===== config.mk =====
export PLATFORM = sky130hd
export DESIGN_NAME = spi_slave_rx_tx
export DESIGN_NICKNAME = d
export VERILOG_FILES = /design/src/rtl/spi_slave_rx_tx.sv
export SDC_FILE = /design/constraint.sdc
export NUM_CORES = 1
export LEC_CHECK = 0
export ABC_AREA = 1
export CAP_MARGIN = 20
export CORE_AREA = 4 4 85 87
export CTS_CLUSTER_DIAMETER = 100
export CTS_CLUSTER_SIZE = 30
export DETAILED_ROUTE_END_ITERATION = 10
export DIE_AREA = 0 0 89 91
export GPL_TIMING_DRIVEN = 0
export PLACE_DENSITY_LB_ADDON = 0.25
export RECOVER_POWER = 100
export REMOVE_ABC_BUFFERS = 1
export SYNTH_ARGS = -nofsm -noshare
export SYNTH_HDL_FRONTEND = slang
export SYNTH_SLANG_ARGS = --single-unit

===== constraint.sdc =====
create_clock -name BUS_CLK -period 2.97 [get_ports BUS_CLK]
set_input_delay 0.594 -clock BUS_CLK [delete_from_list [all_inputs] [get_ports BUS_CLK]]
set_output_delay 0.594 -clock BUS_CLK [all_outputs]
set_load 0.05 [all_outputs]

===== src/rtl/spi_slave_rx_tx.sv =====
// spi_slave_rx_tx: oversampling SPI mode-0 target.
// SCLK/SDI/SEN are synchronized into BUS_CLK, MSB-first words are assembled
// into a small RX FIFO, and words from a one-entry TX holding register are
// shifted out on SDO, changing after each falling SCLK edge.
module spi_slave_rx_tx #(
    parameter int DATA_WIDTH = 8,
    parameter int FIFO_DEPTH = 4
) (
    input  logic                  BUS_CLK,
    input  logic                  BUS_RST_N,
    input  logic                  SCLK,
    input  logic                  SDI,
    input  logic                  SEN,
    output logic                  SDO,
    input  logic [DATA_WIDTH-1:0] TX_DATA,
    input  logic                  TX_VALID,
    output logic                  TX_READY,
    output logic [DATA_WIDTH-1:0] RX_DATA,
    output logic                  RX_VALID,
    input  logic                  RX_READY,
    output logic                  RX_OVERFLOW,
    output logic                  TX_UNDERRUN,
    input  logic                  CLEAR_ERR,
    output logic                  BUSY
);

    localparam int CNT_W = (DATA_WIDTH > 2) ? $clog2(DATA_WIDTH) : 1;
    localparam int PTR_W = $clog2(FIFO_DEPTH);
    localparam logic [CNT_W-1:0] LAST_BIT  = CNT_W'(DATA_WIDTH - 1);
    localparam logic [PTR_W:0]   FIFO_FULL = (PTR_W + 1)'(FIFO_DEPTH);

    typedef enum logic [0:0] {
        ST_IDLE   = 1'b0,
        ST_ACTIVE = 1'b1
    } state_t;

    // synchronizer and edge-detect flops
    logic sclk_meta_r, sclk_sync_r, sclk_dly_r;
    logic sen_meta_r, sen_sync_r, sen_dly_r;
    logic sdi_meta_r, sdi_sync_r;

    // frame engine state
    state_t                 state_r;
    logic [CNT_W-1:0]       bit_cnt_r;
    logic [DATA_WIDTH-1:0]  rx_sr_r;
    logic [DATA_WIDTH-1:0]  tx_sr_r;
    logic                   reload_pend_r;
    logic                   sdo_r;
    logic                   busy_r;

    // TX holding register
    logic [DATA_WIDTH-1:0]  hold_r;
    logic                   hold_full_r;

    // RX FIFO
    logic [DATA_WIDTH-1:0]  fifo_mem_r [FIFO_DEPTH];
    logic [PTR_W-1:0]       wr_ptr_r;
    logic [PTR_W-1:0]       rd_ptr_r;
    logic [PTR_W:0]         count_r;
    logic [DATA_WIDTH-1:0]  rx_data_r;
    logic                   rx_valid_r;

    // sticky error flags
    logic                   overflow_r;
    logic                   underrun_r;

    // decoded events
    logic                   sclk_rise_s, sclk_fall_s;
    logic                   sen_rise_s, sen_fall_s;
    logic                   load_s;
    logic [DATA_WIDTH-1:0]  load_word_s;
    logic                   underrun_evt_s;
    logic                   tx_wr_s;
    logic                   push_s;
    logic [DATA_WIDTH-1:0]  push_data_s;
    logic                   fifo_full_s;
    logic                   pop_s;
    logic                   push_ok_s;
    logic                   overflow_evt_s;
    logic [PTR_W-1:0]       rd_ptr_next_s;
    logic [PTR_W:0]         count_next_s;
    logic [DATA_WIDTH-1:0]  head_next_s;

    assign sclk_rise_s = sclk_sync_r & ~sclk_dly_r;
    assign sclk_fall_s = ~sclk_sync_r & sclk_dly_r;
    assign sen_rise_s  = sen_sync_r & ~sen_dly_r;
    assign sen_fall_s  = ~sen_sync_r & sen_dly_r;

    // Synchronize the SPI pins; SEN chain resets high so a frame already open at reset release is ignored
    always_ff @(posedge BUS_CLK or negedge BUS_RST_N) begin
        if (!BUS_RST_N) begin
            sclk_meta_r <= 1'b0;
            sclk_sync_r <= 1'b0;
            sclk_dly_r  <= 1'b0;
            sen_meta_r  <= 1'b1;
            sen_sync_r  <= 1'b1;
            sen_dly_r   <= 1'b1;
            sdi_meta_r  <= 1'b0;
            sdi_sync_r  <= 1'b0;
        end else begin
            sclk_meta_r <= SCLK;
            sclk_sync_r <= sclk_meta_r;
            sclk_dly_r  <= sclk_sync_r;
            sen_meta_r  <= SEN;
            sen_sync_r  <= sen_meta_r;
            sen_dly_r   <= sen_sync_r;
            sdi_meta_r  <= SDI;
            sdi_sync_r  <= sdi_meta_r;
        end
    end

    // Decode which frame events load the TX shifter or push a finished RX word this cycle
    always_comb begin
        load_s      = 1'b0;
        push_s      = 1'b0;
        push_data_s = {rx_sr_r[DATA_WIDTH-2:0], sdi_sync_r};
        case (state_r)
            ST_IDLE: begin
                if (sen_rise_s) begin
                    load_s = 1'b1;
                end else begin
                    load_s = 1'b0;
                end
            end
            ST_ACTIVE: begin
                if (sen_fall_s) begin
                    load_s = 1'b0;
                    push_s = 1'b0;
                end else begin
                    if (sclk_rise_s && (bit_cnt_r == LAST_BIT)) begin
                        push_s = 1'b1;
                    end else begin
                        push_s = 1'b0;
                    end
                    if (sclk_fall_s && reload_pend_r) begin
                        load_s = 1'b1;
                    end else begin
                        load_s = 1'b0;
                    end
                end
            end
            default: begin
                load_s = 1'b0;
                push_s = 1'b0;
            end
        endcase
    end

    // A load sees the holding register as it was before any same-cycle write
    assign load_word_s    = hold_full_r ? hold_r : {DATA_WIDTH{1'b0}};
    assign underrun_evt_s = load_s & ~hold_full_r;
    assign tx_wr_s        = TX_VALID & ~hold_full_r;

    // Frame state machine: bit counting, RX assembly, TX shifting and the registered SDO
    always_ff @(posedge BUS_CLK or negedge BUS_RST_N) begin
        if (!BUS_RST_N) begin
            state_r       <= ST_IDLE;
            bit_cnt_r     <= {CNT_W{1'b0}};
            rx_sr_r       <= {DATA_WIDTH{1'b0}};
            tx_sr_r       <= {DATA_WIDTH{1'b0}};
            reload_pend_r <= 1'b0;
            sdo_r         <= 1'b0;
            busy_r        <= 1'b0;
        end else begin
            case (state_r)
                ST_IDLE: begin
                    if (sen_rise_s) begin
                        state_r       <= ST_ACTIVE;
                        busy_r        <= 1'b1;
                        bit_cnt_r     <= {CNT_W{1'b0}};
                        reload_pend_r <= 1'b0;
                        tx_sr_r       <= load_word_s;
                        sdo_r         <= load_word_s[DATA_WIDTH-1];
                    end else begin
                        busy_r        <= 1'b0;
                        sdo_r         <= 1'b0;
                    end
                end
                ST_ACTIVE: begin
                    if (sen_fall_s) begin
                        state_r       <= ST_IDLE;
                        busy_r        <= 1'b0;
                        bit_cnt_r     <= {CNT_W{1'b0}};
                        reload_pend_r <= 1'b0;
                        sdo_r         <= 1'b0;
                    end else if (sclk_rise_s) begin
                        rx_sr_r <= push_data_s;
                        if (bit_cnt_r == LAST_BIT) begin
                            bit_cnt_r     <= {CNT_W{1'b0}};
                            reload_pend_r <= 1'b1;
                        end else begin
                            bit_cnt_r     <= bit_cnt_r + CNT_W'(1);
                        end
                    end else if (sclk_fall_s) begin
                        if (reload_pend_r) begin
                            tx_sr_r       <= load_word_s;
                            sdo_r         <= load_word_s[DATA_WIDTH-1];
                            reload_pend_r <= 1'b0;
                        end else begin
                            tx_sr_r       <= {tx_sr_r[DATA_WIDTH-2:0], 1'b0};
                            sdo_r         <= tx_sr_r[DATA_WIDTH-2];
                        end
                    end else begin
                        busy_r <= 1'b1;
                    end
                end
                default: begin
                    state_r <= ST_IDLE;
                    busy_r  <= 1'b0;
                    sdo_r   <= 1'b0;
                end
            endcase
        end
    end

    // TX holding register: a load empties it, a write (only when empty) fills it
    always_ff @(posedge BUS_CLK or negedge BUS_RST_N) begin
        if (!BUS_RST_N) begin
            hold_r      <= {DATA_WIDTH{1'b0}};
            hold_full_r <= 1'b0;
        end else begin
            if (tx_wr_s) begin
                hold_r      <= TX_DATA;
                hold_full_r <= 1'b1;
            end else if (load_s) begin
                hold_full_r <= 1'b0;
            end else begin
                hold_full_r <= hold_full_r;
            end
        end
    end

    assign fifo_full_s    = (count_r == FIFO_FULL);
    assign pop_s          = rx_valid_r & RX_READY;
    assign push_ok_s      = push_s & (~fifo_full_s | pop_s);
    assign overflow_evt_s = push_s & fifo_full_s & ~pop_s;

    // Work out FIFO occupancy and the head word as they will be after this cycle
    always_comb begin
        rd_ptr_next_s = rd_ptr_r;
        count_next_s  = count_r;
        head_next_s   = {DATA_WIDTH{1'b0}};
        if (pop_s) begin
            rd_ptr_next_s = rd_ptr_r + PTR_W'(1);
        end else begin
            rd_ptr_next_s = rd_ptr_r;
        end
        case ({push_ok_s, pop_s})
            2'b10:   count_next_s = count_r + (PTR_W + 1)'(1);
            2'b01:   count_next_s = count_r - (PTR_W + 1)'(1);
            default: count_next_s = count_r;
        endcase
        if (push_ok_s && (wr_ptr_r == rd_ptr_next_s)) begin
            head_next_s = push_data_s;
        end else begin
            head_next_s = fifo_mem_r[rd_ptr_next_s];
        end
    end

    // RX FIFO storage, pointers and registered head/valid outputs
    always_ff @(posedge BUS_CLK or negedge BUS_RST_N) begin
        if (!BUS_RST_N) begin
            for (int i = 0; i < FIFO_DEPTH; i++) begin
                fifo_mem_r[i] <= {DATA_WIDTH{1'b0}};
            end
            wr_ptr_r   <= {PTR_W{1'b0}};
            rd_ptr_r   <= {PTR_W{1'b0}};
            count_r    <= {(PTR_W + 1){1'b0}};
            rx_data_r  <= {DATA_WIDTH{1'b0}};
            rx_valid_r <= 1'b0;
        end else begin
            if (push_ok_s) begin
                fifo_mem_r[wr_ptr_r] <= push_data_s;
                wr_ptr_r             <= wr_ptr_r + PTR_W'(1);
            end else begin
                wr_ptr_r             <= wr_ptr_r;
            end
            rd_ptr_r   <= rd_ptr_next_s;
            count_r    <= count_next_s;
            rx_data_r  <= head_next_s;
            rx_valid_r <= (count_next_s != {(PTR_W + 1){1'b0}});
        end
    end

    // Sticky error flags; a new event wins over a coincident clear
    always_ff @(posedge BUS_CLK or negedge BUS_RST_N) begin
        if (!BUS_RST_N) begin
            overflow_r <= 1'b0;
            underrun_r <= 1'b0;
        end else begin
            overflow_r <= overflow_evt_s | (overflow_r & ~CLEAR_ERR);
            underrun_r <= underrun_evt_s | (underrun_r & ~CLEAR_ERR);
        end
    end

    assign SDO         = sdo_r;
    assign TX_READY    = ~hold_full_r;
    assign RX_DATA     = rx_data_r;
    assign RX_VALID    = rx_valid_r;
    assign RX_OVERFLOW = overflow_r;
    assign TX_UNDERRUN = underrun_r;
    assign BUSY        = busy_r;

endmodule


==> impl_metrics.env <==
export IMPL_rrSetupSlack_ps=360
export IMPL_cp_end_kind="register"
export IMPL_coreArea_um2=6350
export IMPL_worstRegToRegCells=12
export IMPL_post_cts_resized=1
export IMPL_critPathTopFamily="simple AND/OR/NAND/NOR gates"
export IMPL_fin_skew_ps=6.29
export IMPL_hold_end="sclk_sync_r"
export IMPL_htreeDepth=3
export IMPL_die_h_um=91
export IMPL_comb_power_share=0.346
export IMPL_crit_required_ps=3210
export IMPL_synth_distinct_cells=30
export IMPL_clock_fmax_mhz=375
export IMPL_p_int_w=0.00237
export IMPL_clk_latency_ps=350
export IMPL_power_frac_clock=0.235
export IMPL_multi_input_area_um2=1410
export IMPL_switching_share=0.382
export IMPL_cts_root_buf="clkbuf_8"
export IMPL_grt_busiest_layer="met2"
export IMPL_power_frac_seq=0.420
export IMPL_final_max_slew_viol_count=0
export IMPL_dp_cells=509
export IMPL_via_per_inst=5.29
export IMPL_grt_pass1_wl_um=12700
export IMPL_syn_area_per_cell_um2=9.29
export IMPL_worstMarginPinSlew_ps=1480
export IMPL_fillers=495
export IMPL_grt_util_met2=0.329
export IMPL_whs_path_depth=0
export IMPL_mostFrequentLayoutCell="nand2_1"
export IMPL_synth_seq_cells=88
export IMPL_routabilityCongestion=0.765
export IMPL_first_iter_violations=204
export IMPL_num_vias=2777
export IMPL_drt_total_wl_um=7380
export IMPL_path_cells="clkdlybuf4s50_1 -> nand2_2 -> inv_1 -> nand2_4 -> nand2_1 -> inv_2 -> nand2_1 -> a21oi_1 -> nand2_4 -> nand2_1 -> o21ai_2"
export IMPL_cp_slowest_cell="nand2_1"
export IMPL_grt_overflow=0
export IMPL_num_nets_final=466
export IMPL_first_global_vias=2718
export IMPL_setup_tns_final_ps=0
export IMPL_max_stage_delay_ps=480
export IMPL_die_area_um2=8100
export IMPL_finalSetupViolCount=0
export IMPL_cts_sinks=88
export IMPL_power_switching_w=0.00146
export IMPL_worst_path_buf_inv=3
export IMPL_drive_gt1_frac=0.116
export IMPL_start_util=0.603
export IMPL_ys_seq_area_frac=0.576
export IMPL_finalHoldViolations=0
export IMPL_dr_pass1_iters=4
export IMPL_met1_usage=0.262
export IMPL_finalCritPeriodShare=0.899
export IMPL_cts_hold_buf=0
export IMPL_start_kind="input port"
export IMPL_ant_nets=0
export IMPL_p_leak_nw=2.13
export IMPL_reg2reg_from="sen_sync_r"
export IMPL_grtUsageMet3=0.0489
export IMPL_cts_setup_buffers=0
export IMPL_route_detailed_drc=0
export IMPL_regArea_um2=2210
export IMPL_worst_slack_ps=301
export IMPL_syn_to_final_growth_pct=14.1
export IMPL_crit_fanout=26
export IMPL_cp_data_arrival_time_ps=2910
export IMPL_cts_reportedPaths_clkPinSlew_ps=90
export IMPL_yosys_warnings=0
export IMPL_portBuffers=29
export IMPL_core_rowCount=29
export IMPL_cts_inserted_buffers=9
export IMPL_ir_drop_v=0.000501
export IMPL_tritoncts="built"
export IMPL_reg2reg_to="RX_VALID"
export IMPL_path_class="input port to register"
export IMPL_fin_cells=525
export IMPL_num_antenna_cells=0
export IMPL_period_minus_slack_ps=2670
export IMPL_powerDensity_nw_per_um2=877
export IMPL_crit_top_cell="nand2_1"
export IMPL_postSynthCellCount=412
export IMPL_most_common_layout_cells="nand2_1, dfrtp_1, o21ai_0"
export IMPL_avgRoutedWirePerCell_um=14.1
export IMPL_synthesis_area_um2=3830
export IMPL_clock_path_buffers=2
export IMPL_dpl_hpwl_um=4710
export IMPL_place_ws_ps=44.6
export IMPL_die_w_um=89
export IMPL_max_slew_margin_rel=0.0153
export IMPL_drv_cap=0
export IMPL_antenna_found_initial=0
export IMPL_rsz0062_at_grt="no"
export IMPL_io_pins=30
export IMPL_p_total_w=0.00383
export IMPL_min_path_type="register to register"
export IMPL_grt_max_degree=62
export IMPL_min_from="sclk_meta_r"
export IMPL_status="completed"
export IMPL_grt_total_usage=0.202
## area by class of cell
type / instances / share of cell area
multi-input cells: 276 / 0.323
well taps: 77 / 0.0221
repair buffers: 30 / 0.0667
inverters: 38 / 0.0327
flip-flops and latches: 88 / 0.505
clock inverters: 7 / 0.0221
clock buffers: 9 / 0.0284
## cells in the mapped netlist, drive strengths merged
library cell | n | area share
nor3 | 2 | 0.0026
inv | 38 | 0.037
xor2 | 2 | 0.0065
ha | 6 | 0.020
o21ai | 54 | 0.078
nor2 | 18 | 0.018
a22oi | 6 | 0.012
nand2 | 138 | 0.14
fa | 1 | 0.0052
clkbuf | 2 | 0.0020
mux2 | 8 | 0.024
a22o | 2 | 0.0046
xnor2 | 1 | 0.0043
dfstp | 3 | 0.021
nand3 | 15 | 0.020
or2 | 8 | 0.013
a21oi | 11 | 0.015
dfrtp | 85 | 0.56
o211ai | 1 | 0.0020
nand4 | 1 | 0.0016
buf | 8 | 0.012
o22ai | 2 | 0.0033
## sequential cells by signal (all words and copies together), names as in the netlist, 2 cells and up
signal      count
RX_DATA         8
bit_cnt_r       3
count_r         3
fifo_mem_r     32
hold_r          8
rd_ptr_r        2
rx_sr_r         7
tx_sr_r         7
wr_ptr_r        2
## layer usage
metal  part of all wire  wire (um)
met2               0.51       3780
met3              0.045        330
met5                  0          0
met1               0.43       3180
met4              0.013         93
## power by group through the flow
stage                     clock network [W]  registers [W]  logic [W]
after detailed placement                  0        0.00163    0.00137
after global placement                    0        0.00162    0.00132
final                              0.000898        0.00161    0.00132
after floorplan                           0        0.00184   0.000737
after CTS                          0.000918        0.00161    0.00139
after global routing               0.000971        0.00163    0.00148
## cells by family after synthesis
| family | Yosys count | synth area share |
|---|---|---|
| and+or+nand+nor | 182 | 0.198 |
| muxes | 8 | 0.0235 |
| AOI/OAI and AO/OA | 76 | 0.115 |
| DFF | 88 | 0.576 |
| adders and majority gates | 7 | 0.0248 |
| buffers and inverters | 48 | 0.0513 |
| xor gates and xnor gates | 3 | 0.0108 |
## metrics by stage
step / hold slack, ps / area (um^2) / util
5_1_grt: 364 / 4370 / 0.688
3_5_place_dp: 340 / 4190 / 0.659
6_report: 356 / 4370 / 0.688
4_1_cts: 154 / 4410 / 0.694
3_3_place_gp: 332 / 4160 / 0.655
2_1_floorplan: 298 / 3770 / -
## how the worst max path moves through the flow
stage	from	end	cells after the start
final	RX_READY	RX_DATA[6]	11
after floorplan	sen_sync_r	RX_VALID	12
after global placement	BUS_RST_N	hold_r[0]	1
after global routing	RX_READY	RX_DATA[6]	11
after CTS	sen_sync_r	RX_VALID	12
after detailed placement	sen_sync_r	RX_VALID	12
No activity file was read; power rests on OpenSTA's default activity.
